===== config.mk =====
export PLATFORM = sky130hd
export DESIGN_NAME = dma_host
export DESIGN_NICKNAME = d
export VERILOG_FILES = /design/src/rtl/dma_host_pkg.sv /design/src/rtl/dma_host_regs.sv /design/src/rtl/dma_host.sv
export SDC_FILE = /design/constraint.sdc
export NUM_CORES = 1
export LEC_CHECK = 0
export ABC_AREA = 0
export CORE_MARGIN = 2
export CORE_UTILIZATION = 50
export DETAILED_ROUTE_END_ITERATION = 16
export HOLD_SLACK_MARGIN = 0.02
export PLACE_DENSITY = 0.73
export SLEW_MARGIN = 20
export SYNTH_ARGS = -nofsm -noshare
export SYNTH_HDL_FRONTEND = slang
export SYNTH_SLANG_ARGS = --single-unit

===== constraint.sdc =====
create_clock -name clk_i -period 3.4 [get_ports clk_i]
set_input_delay 0.68 -clock clk_i [delete_from_list [all_inputs] [get_ports clk_i]]
set_output_delay 0.68 -clock clk_i [all_outputs]
set_load 0.1 [all_outputs]

===== src/rtl/dma_host_pkg.sv =====
// Shared definitions for the dma_host word-copy engine: register map,
// CTRL/STATUS bit positions and the transfer FSM state type.
package dma_host_pkg;

  // Word index of each register (dev_addr_i[4:2])
  localparam logic [2:0] REG_SRC    = 3'd0;
  localparam logic [2:0] REG_DST    = 3'd1;
  localparam logic [2:0] REG_LEN    = 3'd2;
  localparam logic [2:0] REG_CTRL   = 3'd3;
  localparam logic [2:0] REG_STATUS = 3'd4;

  localparam int CTRL_START   = 0;
  localparam int CTRL_IRQ_EN  = 1;
  localparam int CTRL_ABORT   = 2;

  localparam int STAT_BUSY    = 0;
  localparam int STAT_DONE    = 1;
  localparam int STAT_ERR     = 2;
  localparam int STAT_ABORTED = 3;

  typedef enum logic [2:0] {
    ST_IDLE,
    ST_RD_REQ,
    ST_RD_WAIT,
    ST_WR_REQ,
    ST_WR_WAIT
  } dma_state_e;

endpackage


===== src/rtl/dma_host_regs.sv =====
// Device-side register window of dma_host: SRC/DST/LEN/CTRL/STATUS, W1C status
// and the registered interrupt. ABORT/ABORTED exist only with DMA_HOST_ABORT_EN.
module dma_host_regs
  import dma_host_pkg::*;
#(
  parameter int LenWidth  = 16,
  parameter int AddrWidth = 32,
  parameter int DataWidth = 32
) (
  input  logic                 clk_i,
  input  logic                 rst_i,
  input  logic                 dev_req_i,
  input  logic                 dev_we_i,
  input  logic [AddrWidth-1:0] dev_addr_i,
  input  logic [DataWidth-1:0] dev_wdata_i,
  output logic                 dev_rvalid_o,
  output logic [DataWidth-1:0] dev_rdata_o,
  input  logic                 busy_i,
  input  logic                 done_set_i,
  input  logic                 err_set_i,
  input  logic                 aborted_set_i,
  output logic                 start_o,
  output logic                 abort_o,
  output logic [AddrWidth-1:0] src_o,
  output logic [AddrWidth-1:0] dst_o,
  output logic [LenWidth-1:0]  len_o,
  output logic                 irq_o
);

  logic [AddrWidth-1:0] src_q, dst_q;
  logic [LenWidth-1:0]  len_q;
  logic                 irq_en_q, done_q, err_q, irq_q, rvalid_q;
  logic [DataWidth-1:0] rdata_q, rdata_d;
  logic                 aborted;
  logic [2:0]           reg_idx;
  logic                 wr_src, wr_dst, wr_len, wr_ctrl, wr_status;
  logic                 unused_addr;

  assign reg_idx     = dev_addr_i[4:2];
  assign unused_addr = ^{dev_addr_i[AddrWidth-1:5], dev_addr_i[1:0]};

  assign wr_src    = dev_req_i & dev_we_i & (reg_idx == REG_SRC);
  assign wr_dst    = dev_req_i & dev_we_i & (reg_idx == REG_DST);
  assign wr_len    = dev_req_i & dev_we_i & (reg_idx == REG_LEN);
  assign wr_ctrl   = dev_req_i & dev_we_i & (reg_idx == REG_CTRL);
  assign wr_status = dev_req_i & dev_we_i & (reg_idx == REG_STATUS);

  assign start_o = wr_ctrl & dev_wdata_i[CTRL_START] & ~busy_i;

`ifdef DMA_HOST_ABORT_EN
  logic aborted_q;

  assign abort_o = wr_ctrl & dev_wdata_i[CTRL_ABORT] & busy_i;
  assign aborted = aborted_q;

  always_ff @(posedge clk_i) begin
    if (rst_i) begin
      aborted_q <= 1'b0;
    end else begin
      if (start_o) aborted_q <= 1'b0;
      if (wr_status && dev_wdata_i[STAT_ABORTED]) aborted_q <= 1'b0;
      if (aborted_set_i) aborted_q <= 1'b1;
    end
  end
`else
  logic unused_abort;

  assign abort_o      = 1'b0;
  assign aborted      = 1'b0;
  assign unused_abort = aborted_set_i;
`endif

  // NOTE: every variable driven in always_comb gets a default first, so no
  // path through the case leaves it unassigned and no latch is inferred.
  always_comb begin
    rdata_d = '0;
    if (dev_req_i && !dev_we_i) begin
      case (reg_idx)
        REG_SRC:    rdata_d[AddrWidth-1:0] = src_q;
        REG_DST:    rdata_d[AddrWidth-1:0] = dst_q;
        REG_LEN:    rdata_d[LenWidth-1:0]  = len_q;
        REG_CTRL:   rdata_d[CTRL_IRQ_EN]   = irq_en_q;
        REG_STATUS: begin
          rdata_d[STAT_BUSY]    = busy_i;
          rdata_d[STAT_DONE]    = done_q;
          rdata_d[STAT_ERR]     = err_q;
          rdata_d[STAT_ABORTED] = aborted;
        end
        default: ;
      endcase
    end
  end

  // NOTE: state is updated with non-blocking assignments so every register
  // samples the pre-edge values, independent of statement order.
  always_ff @(posedge clk_i) begin
    if (rst_i) begin
      src_q    <= '0;
      dst_q    <= '0;
      len_q    <= '0;
      irq_en_q <= 1'b0;
      done_q   <= 1'b0;
      err_q    <= 1'b0;
      irq_q    <= 1'b0;
      rvalid_q <= 1'b0;
      rdata_q  <= '0;
    end else begin
      rvalid_q <= dev_req_i;
      rdata_q  <= rdata_d;
      if (!busy_i) begin
        if (wr_src) src_q <= {dev_wdata_i[AddrWidth-1:2], 2'b00};
        if (wr_dst) dst_q <= {dev_wdata_i[AddrWidth-1:2], 2'b00};
        if (wr_len) len_q <= dev_wdata_i[LenWidth-1:0];
      end
      if (wr_ctrl) irq_en_q <= dev_wdata_i[CTRL_IRQ_EN];
      // Clears come first so a same-cycle set from the engine wins.
      if (wr_status && dev_wdata_i[STAT_DONE]) done_q <= 1'b0;
      if (wr_status && dev_wdata_i[STAT_ERR])  err_q  <= 1'b0;
      if (start_o) begin
        done_q <= (len_q == '0);
        err_q  <= 1'b0;
      end
      if (done_set_i) done_q <= 1'b1;
      if (err_set_i)  err_q  <= 1'b1;
      irq_q <= irq_en_q & (done_q | err_q | aborted);
    end
  end

  assign dev_rvalid_o = rvalid_q;
  assign dev_rdata_o  = rdata_q;
  assign src_o        = src_q;
  assign dst_o        = dst_q;
  assign len_o        = len_q;
  assign irq_o        = irq_q;

endmodule


===== src/rtl/dma_host.sv =====
// Single-channel word-copy DMA: copies LEN words SRC->DST over the host bus,
// one outstanding transaction at a time. Optional abort: DMA_HOST_ABORT_EN.
module dma_host
  import dma_host_pkg::*;
#(
  parameter int LenWidth  = 16,
  parameter int AddrWidth = 32,
  parameter int DataWidth = 32
) (
  input  logic                 clk_i,
  input  logic                 rst_i,
  input  logic                 dev_req_i,
  input  logic                 dev_we_i,
  input  logic [3:0]           dev_be_i,
  input  logic [AddrWidth-1:0] dev_addr_i,
  input  logic [DataWidth-1:0] dev_wdata_i,
  output logic                 dev_rvalid_o,
  output logic [DataWidth-1:0] dev_rdata_o,
  output logic                 host_req_o,
  input  logic                 host_gnt_i,
  output logic [AddrWidth-1:0] host_addr_o,
  output logic                 host_we_o,
  output logic [3:0]           host_be_o,
  output logic [DataWidth-1:0] host_wdata_o,
  input  logic                 host_rvalid_i,
  input  logic [DataWidth-1:0] host_rdata_i,
  input  logic                 host_err_i,
  output logic                 irq_o
);

  dma_state_e           state_q;
  logic [AddrWidth-1:0] src_cur_q, dst_cur_q, addr_q;
  logic [LenWidth-1:0]  cnt_q;
  logic [DataWidth-1:0] buf_q;
  logic                 req_q, we_q;

  logic                 start, abort_req, abort_hit;
  logic                 done_set, err_set, aborted_set, busy;
  logic                 wait_st, req_st;
  logic [AddrWidth-1:0] src_cfg, dst_cfg;
  logic [LenWidth-1:0]  len_cfg;
  logic                 unused_be;

  assign unused_be = ^dev_be_i;
  assign busy      = (state_q != ST_IDLE);
  assign wait_st   = (state_q == ST_RD_WAIT) || (state_q == ST_WR_WAIT);
  assign req_st    = (state_q == ST_RD_REQ)  || (state_q == ST_WR_REQ);

  assign err_set  = wait_st & host_rvalid_i & host_err_i;
  assign done_set = (state_q == ST_WR_WAIT) & host_rvalid_i & ~host_err_i
                  & ~abort_hit & (cnt_q == LenWidth'(1));

`ifdef DMA_HOST_ABORT_EN
  logic abort_pend_q;

  // Remembers an abort that landed while a response is still owed.
  always_ff @(posedge clk_i) begin
    if (rst_i || state_q == ST_IDLE) abort_pend_q <= 1'b0;
    else if (wait_st && host_rvalid_i) abort_pend_q <= 1'b0;
    else if (abort_req)                abort_pend_q <= 1'b1;
  end

  assign abort_hit   = abort_req | abort_pend_q;
  assign aborted_set = (req_st & abort_req & ~host_gnt_i)
                     | (wait_st & host_rvalid_i & abort_hit);
`else
  assign abort_hit   = abort_req;
  assign aborted_set = 1'b0;
`endif

  dma_host_regs #(
    .LenWidth (LenWidth),
    .AddrWidth(AddrWidth),
    .DataWidth(DataWidth)
  ) u_regs (
    .clk_i        (clk_i),
    .rst_i        (rst_i),
    .dev_req_i    (dev_req_i),
    .dev_we_i     (dev_we_i),
    .dev_addr_i   (dev_addr_i),
    .dev_wdata_i  (dev_wdata_i),
    .dev_rvalid_o (dev_rvalid_o),
    .dev_rdata_o  (dev_rdata_o),
    .busy_i       (busy),
    .done_set_i   (done_set),
    .err_set_i    (err_set),
    .aborted_set_i(aborted_set),
    .start_o      (start),
    .abort_o      (abort_req),
    .src_o        (src_cfg),
    .dst_o        (dst_cfg),
    .len_o        (len_cfg),
    .irq_o        (irq_o)
  );

  always_ff @(posedge clk_i) begin
    if (rst_i) begin
      state_q   <= ST_IDLE;
      src_cur_q <= '0;
      dst_cur_q <= '0;
      addr_q    <= '0;
      cnt_q     <= '0;
      buf_q     <= '0;
      req_q     <= 1'b0;
      we_q      <= 1'b0;
    end else begin
      case (state_q)
        ST_IDLE: begin
          if (start && len_cfg != '0) begin
            src_cur_q <= src_cfg;
            dst_cur_q <= dst_cfg;
            cnt_q     <= len_cfg;
            addr_q    <= src_cfg;
            req_q     <= 1'b1;
            we_q      <= 1'b0;
            state_q   <= ST_RD_REQ;
          end
        end
        ST_RD_REQ, ST_WR_REQ: begin
          if (host_gnt_i) begin
            req_q   <= 1'b0;
            state_q <= (state_q == ST_RD_REQ) ? ST_RD_WAIT : ST_WR_WAIT;
          end else if (abort_req) begin
            req_q   <= 1'b0;
            we_q    <= 1'b0;
            state_q <= ST_IDLE;
          end
        end
        ST_RD_WAIT: begin
          if (host_rvalid_i) begin
            buf_q <= host_rdata_i;
            if (host_err_i || abort_hit) begin
              state_q <= ST_IDLE;
            end else begin
              addr_q  <= dst_cur_q;
              req_q   <= 1'b1;
              we_q    <= 1'b1;
              state_q <= ST_WR_REQ;
            end
          end
        end
        ST_WR_WAIT: begin
          if (host_rvalid_i) begin
            we_q <= 1'b0;
            if (host_err_i || abort_hit) begin
              state_q <= ST_IDLE;
            end else begin
              src_cur_q <= src_cur_q + AddrWidth'(4);
              dst_cur_q <= dst_cur_q + AddrWidth'(4);
              cnt_q     <= cnt_q - LenWidth'(1);
              if (cnt_q == LenWidth'(1)) begin
                state_q <= ST_IDLE;
              end else begin
                addr_q  <= src_cur_q + AddrWidth'(4);
                req_q   <= 1'b1;
                state_q <= ST_RD_REQ;
              end
            end
          end
        end
        default: state_q <= ST_IDLE;
      endcase
    end
  end

  assign host_req_o   = req_q;
  assign host_we_o    = we_q;
  assign host_addr_o  = addr_q;
  assign host_wdata_o = buf_q;
  assign host_be_o    = 4'b1111;

endmodule

==> results of run 1 <==
[routing by layer]
metal  routed length (µm)  up-vias  track usage [%]  part of all wire, %
met5                    0        -                0                    0
met4                  603        0            6.291                  1.6
met3                 3993       47            5.316                   10
met2                16550      603            42.59                   43
met1                17110     5815            42.81                   45
li1                     -     5987                -                    -
[cells in the final DEF, fill, tap and decap left out, types with 7 or more instances in the layout]
master / count
a211oi_1: 29
a21o_1: 14
a21oi_1: 236
a22oi_1: 32
a311oi_1: 19
a31oi_1: 12
and2_1: 25
and3_1: 8
and4_1: 13
buf_4: 83
clkbuf_16: 29
clkbuf_8: 7
clkdlybuf4s50_1: 124
dfxtp_1: 257
inv_1: 15
mux2i_1: 36
nand2_1: 288
nand2b_1: 7
nand3_1: 36
nand4_1: 26
nor2_1: 142
nor3_1: 25
nor4_1: 27
o21ai_0: 66
o21ai_1: 14
o31a_1: 8
o31ai_1: 11
or4_1: 7
xor2_1: 8
[critical path, delay by kind of cell (launching register included)]
family                 cells  cell delay (ns)
muxes                      1             0.22
AOI/OAI and AO/OA          2             0.53
and+or+nand+nor            2             1.00
buffers and inverters      1             0.31
DFF                        1             0.54
[cell families after synthesis]
family	count (synthesis)	synth area share, %
xor+xnor	12	0.8528
buf+inv	154	5.005
mux	38	3.107
fa+ha+maj	4	0.4061
flops	257	41.75
simple gates	646	24.21
other cells	1	0.03043
compound gates	499	24.64
[through the flow]
stage                     setup WS, ns  util [%]  cells
after CTS                       0.6766     62.67   2061
after global routing            0.5202     62.67   2061
after global placement          0.1101     58.41   2010
after floorplan                  1.161         -   1614
final                           0.6441     62.67   2061
after detailed placement        0.3489     58.43   2010
[layout make-up]
class	count	area (µm²)
Clock inverter	12	193.9
Fill cell	2172	9052
Multi-Input combinational cell	1203	6626
Clock buffer	39	833.3
Tap cell	324	405.4
Sequential cell	257	5145
Inverter	15	56.30
Timing Repair Buffer	211	1936
[flip-flops by register name, indices dropped and copies added (netlist names)]
register and cells:
host_wdata_o 32, u_regs.dev_rdata_o 32, host_addr_o 31, dst_cur_q 30, src_cur_q 30, u_regs.dst_o 30, u_regs.src_o 30, cnt_q 16
u_regs.len_o 16, state_q 3, host_req_o 1, host_we_o 1, u_regs.dev_rvalid_o 1, u_regs.done_q 1, u_regs.err_q 1, u_regs.irq_en_q 1
u_regs.irq_o 1
[final timing paths]
path	cells past startpoint	end	slack (ns)	from
max	6	src_cur_q[2]$_SDFFE_PP0P_	0.64	state_q[0]$_SDFFE_PP0P_
min	2	host_wdata_o[26]$_SDFFE_PP0P_	0.45	host_wdata_o[26]$_SDFFE_PP0P_
max reg2reg	6	src_cur_q[2]$_SDFFE_PP0P_	0.64	state_q[0]$_SDFFE_PP0P_
min reg2reg	2	host_wdata_o[26]$_SDFFE_PP0P_	0.45	host_wdata_o[26]$_SDFFE_PP0P_
[power by group through the flow]
stage,Clock [mW],Combinational [mW],Sequential [mW]
4_1_cts,3.40,0.341,3.05
5_1_grt,3.54,0.366,3.05
3_3_place_gp,0,0.338,3.11
3_5_place_dp,0,0.339,3.11
6_report,3.36,0.345,3.05
2_1_floorplan,0,0.153,3.14
==> impl_metrics.env, run 1 <==
export IMPL_outcome="completed"
export IMPL_antenna_found_initial=0
export IMPL_cp_cell_sequence="or3_1 > or3_1 > o21ai_4 > buf_12 > mux2i_1 > a21oi_1"
export IMPL_pin_count=211
export IMPL_yosys_warnings=0
export IMPL_leakage_nw=5.141
export IMPL_fmax_mhz=362.9
export IMPL_die_x_um=161
export IMPL_crit_path_max_incr_delay_ns=0.54
export IMPL_path_class="reg -> reg"
export IMPL_synth_cells=1611
export IMPL_drv_cap=0
export IMPL_drc=0
export IMPL_cp_data_arrival_time_ns=3.17
export IMPL_relSlewSlack_pct=33.18
export IMPL_netlist_area_leader_share_pct=41.75
export IMPL_tritoncts="built"
export IMPL_grt_first_pass_wirelength_um=60620
export IMPL_dpl_cell_area_mm2=0.01417
export IMPL_synth_area_leaders="dfxtp_1, a21oi_1, nand2_1"
export IMPL_skew_ns=0.01604
export IMPL_synth_avg_cell_area_um2=7.650
export IMPL_nets=1827
export IMPL_ys_ff_latch=257
export IMPL_clockPowerShare_pct=49.8
export IMPL_num_vias=12450
export IMPL_diodes=0
export IMPL_grt_pass1_vias=11030
export IMPL_drt_iter0_markers=1484
export IMPL_p_seq_share_pct=45.1
export IMPL_synth_most_common_cell="nand2_1"
export IMPL_layout_drive_gt1_share_pct=9.154
export IMPL_finalCriticalPeriod_ns=2.756
export IMPL_root_buffer="clkbuf_16"
export IMPL_yosysTopAreaCell="dfxtp_1"
export IMPL_power_density_mw_per_mm2=444.4
export IMPL_via_per_inst=6.042
export IMPL_tightestPinTransition_ns=0.9992
export IMPL_ys_flop_type="dfxtp_1"
export IMPL_htree_num_levels=1
export IMPL_cts_buffers=28
export IMPL_fin_tns_setup_ns=0
export IMPL_overflow=0
export IMPL_cts_setup_buffers=0
export IMPL_hold_viol_final=0
export IMPL_synth_edff_count=0
export IMPL_dpl_hpwl_um=26050
export IMPL_finalSetupViolCount=0
export IMPL_maxSlewViolCount=0
export IMPL_row_count=57
export IMPL_crit_fanout=49
export IMPL_portBuffers=173
export IMPL_stdcell_area_mm2=0.01520
export IMPL_grt_total_usage_pct=28.52
export IMPL_cts_resized=0
export IMPL_cts_hold_buffers_added=0
export IMPL_ant_nets=0
export IMPL_hold_class="reg -> reg"
export IMPL_start_util_pct=50.83
export IMPL_path_common_cell="or3_1"
export IMPL_grt_max_degree=120
export IMPL_synth_seq_area_share_pct=41.75
export IMPL_drt_first_pass_iters=6
export IMPL_power_mw=6.754
export IMPL_async_flop_share_pct=0
export IMPL_ir_worst_vdd_v=0.0003669
export IMPL_synth_cell_types=73
export IMPL_wirelength_um=38250
export IMPL_intPower_mw=5.244
export IMPL_switchingPower_mw=1.510
export IMPL_cpMaxStageDelayCell="dfxtp_1"
export IMPL_gp_congestion=0.9331
export IMPL_cts_buffer_depth=3
export IMPL_wl_per_cell_um=18.56
export IMPL_die_area_mm2=0.02592
export IMPL_combPwrFrac_pct=5.1
export IMPL_synth_commonest_cells="nand2_1, dfxtp_1, a21oi_1"
export IMPL_synth_area_mm2=0.01232
export IMPL_swShare_pct=22.35
export IMPL_crit_path_start_kind="flip-flop"
export IMPL_rsz0062_at_grt="no"
export IMPL_cp_end_kind="flip-flop"
export IMPL_core_area_mm2=0.02425
export IMPL_period_share_pct=81.06
export IMPL_critPathRequiredTime_ns=3.81
export IMPL_syn_to_final_growth_pct=23.30
export IMPL_clk_latency_ns=0.55
export IMPL_clkTransAtPathRegs_ns=0.07
export IMPL_cts_sinks=257
export IMPL_dieHeight_um=161
export IMPL_holdWs_ns=0.4543
Power figures use the tool's default switching activity.
==> run 2, diff against run 1 <==
Clock period 3.4 ns to 2.8 ns, I/O delays scaled along.
==> run 2 against run 1 <==
Compared with the run above:
- via count down 0.27%
- cell area up 0.15%
- routed wire length down 0.90%
- non-clock buffer count up 20
- critical path depth unchanged
- setup slack worse by 0.37 ns
- fmax up 9.0%
- sequential share of layout area down 0.050 points
- core utilization up 0.093 points
- global-route usage down 0.40 points
- power up 19%
- largest cell class unchanged
- largest power group unchanged
==> impl_metrics.env, run 2 (synthesized netlist as in run 1, its figures left out) <==
export IMPL_drt_iter0_markers=1641
export IMPL_outcome="completed"
export IMPL_dieHeight_um=161
export IMPL_rsz0062_at_grt="no"
export IMPL_top_layer="met4"
export IMPL_hold_viol_final=0
export IMPL_cts_buffers=28
export IMPL_via_per_inst=5.967
export IMPL_final_common_cell="nand2_1"
export IMPL_dpl_hpwl_um=26570
export IMPL_switchingPower_mw=1.837
export IMPL_nets=1847
export IMPL_gp_congestion=0.9297
export IMPL_crit_fanout=30
export IMPL_nFillCells=2178
export IMPL_relSlewSlack_pct=50.29
export IMPL_grt_first_pass_wirelength_um=59840
export IMPL_leakage_nw=5.351
export IMPL_syn_to_final_growth_pct=23.48
export IMPL_drv_cap=0
export IMPL_cts_resized=0
export IMPL_pre_cts_slack_ns=0.08258
export IMPL_drc=0
export IMPL_die_x_um=161
export IMPL_root_buffer="clkbuf_16"
export IMPL_drt_met1_wl_um=16900
export IMPL_power_density_mw_per_mm2=530.1
export IMPL_die_area_mm2=0.02592
export IMPL_power_mw=8.068
export IMPL_ir_worst_vdd_v=0.0004661
export IMPL_pin_count=211
export IMPL_tightestPinTransition_ns=0.7389
export IMPL_clockPowerShare_pct=48.9
export IMPL_skew_ns=0.01759
export IMPL_period_share_pct=90.31
export IMPL_path_class="reg -> reg"
export IMPL_wl_per_cell_um=18.22
export IMPL_diodes=0
export IMPL_drt_first_pass_iters=8
export IMPL_crit_path_start_kind="flip-flop"
export IMPL_dpl_cell_area_mm2=0.01423
export IMPL_ant_nets=0
export IMPL_hold_class="in -> reg"
export IMPL_start_util_pct=50.83
export IMPL_stdcell_area_mm2=0.01522
export IMPL_fin_tns_setup_ns=0
export IMPL_row_count=57
export IMPL_cp_end_kind="flip-flop"
export IMPL_grt_pass1_vias=11230
export IMPL_fmax_mhz=395.4
export IMPL_clkTransAtPathRegs_ns=0.06
export IMPL_cts_hold_buffers_added=0
export IMPL_clk_latency_ns=0.54
export IMPL_critPathRequiredTime_ns=3.22
export IMPL_layout_drive_gt1_share_pct=13.03
export IMPL_antenna_found_initial=0
export IMPL_grt_max_degree=74
export IMPL_worst_slack_ns=0.2712
export IMPL_p_seq_share_pct=45.9
export IMPL_swShare_pct=22.77
export IMPL_holdWs_ns=0.4284
export IMPL_final_cell_mix="nand2_1, dfxtp_1, a21oi_1"
export IMPL_cts_sinks=257
export IMPL_finalSetupViolCount=0
export IMPL_cts_buffer_depth=3
export IMPL_wirelength_um=37910
export IMPL_core_area_mm2=0.02425
export IMPL_portBuffers=173
export IMPL_met3WireLength_um=3868
export IMPL_intPower_mw=6.230
export IMPL_tritoncts="built"
export IMPL_maxSlewViolCount=0
export IMPL_cp_data_arrival_time_ns=2.95
export IMPL_num_vias=12420
export IMPL_finalCriticalPeriod_ns=2.529
export IMPL_combPwrFrac_pct=5.2
export IMPL_overflow=0
export IMPL_wl_met2_um=16260
export IMPL_grt_total_usage_pct=28.12
export IMPL_htree_num_levels=1
export IMPL_cts_setup_buffers=0
run 2: changes by cell type in the layout (fill, tap and decap cells not counted):
cell and change:
bufinv_16 -1, buf_4 +68, clkinv_2 +1, clkinv_4 +1
clkdlybuf4s50_1 -52, clkbuf_8 -2, nor2_1 +1, buf_12 +4
clkbuf_1 +1, nor2_4 -1
run 2: power groups by stage:
stage,sequential (mW),combinational (mW),clock (mW)
finish,3.70,0.423,3.94
global route,3.70,0.450,4.13
global placement,3.78,0.415,0
floorplan,3.81,0.186,0
CTS,3.70,0.420,3.99
detailed placement,3.78,0.418,0
run 2: cell type report:
| cell class | count | area (µm²) | area share, % |
|---|---|---|---|
| clock buffer | 38 | 809.5 | 5.319 |
| clock inverter | 13 | 177.7 | 1.167 |
| inverter | 15 | 56.30 | 0.3700 |
| multi-input combinational | 1203 | 6619 | 43.49 |
| sequential | 257 | 5145 | 33.81 |
| tap | 324 | 405.4 | 2.664 |
| timing repair buffer | 231 | 2006 | 13.18 |
run 2: routing by layer:
metal / global-route usage, % / vias to the layer above
li1: - / 6004
met1: 41.71 / 5747
met2: 42.12 / 594
met3: 5.265 / 73
met4: 7.183 / 0
met5: 0 / -
run 2: worst max-delay path, stage by stage, from the launching register on:
cell,delay [ns]
dfxtp_1,0.35
nor4_1,0.53
nand4_1,0.51
o211ai_1,0.48
nor2_2,0.09
buf_12,0.18
o221a_2,0.27
run 2: path summary, 6_finish.rpt:
path,endpoint,from,depth (start not counted),slack [ns]
setup reg to reg,host_addr_o[24]$_SDFFE_PP0P_,u_regs.len_o[8]$_SDFFE_PP0P_,6,0.27
hold / removal,host_wdata_o[6]$_SDFFE_PP0P_,rst_i,2,0.43
hold reg to reg,host_wdata_o[6]$_SDFFE_PP0P_,host_wdata_o[6]$_SDFFE_PP0P_,2,0.45
setup / recovery,host_addr_o[24]$_SDFFE_PP0P_,u_regs.len_o[8]$_SDFFE_PP0P_,6,0.27
run 2: per-stage QoR:
step / std cells / utilization [%]
floorplan: 1614 / -
global placement: 2030 / 58.69
detailed placement: 2030 / 58.69
CTS: 2081 / 62.76
global route: 2081 / 62.76
finish: 2081 / 62.76
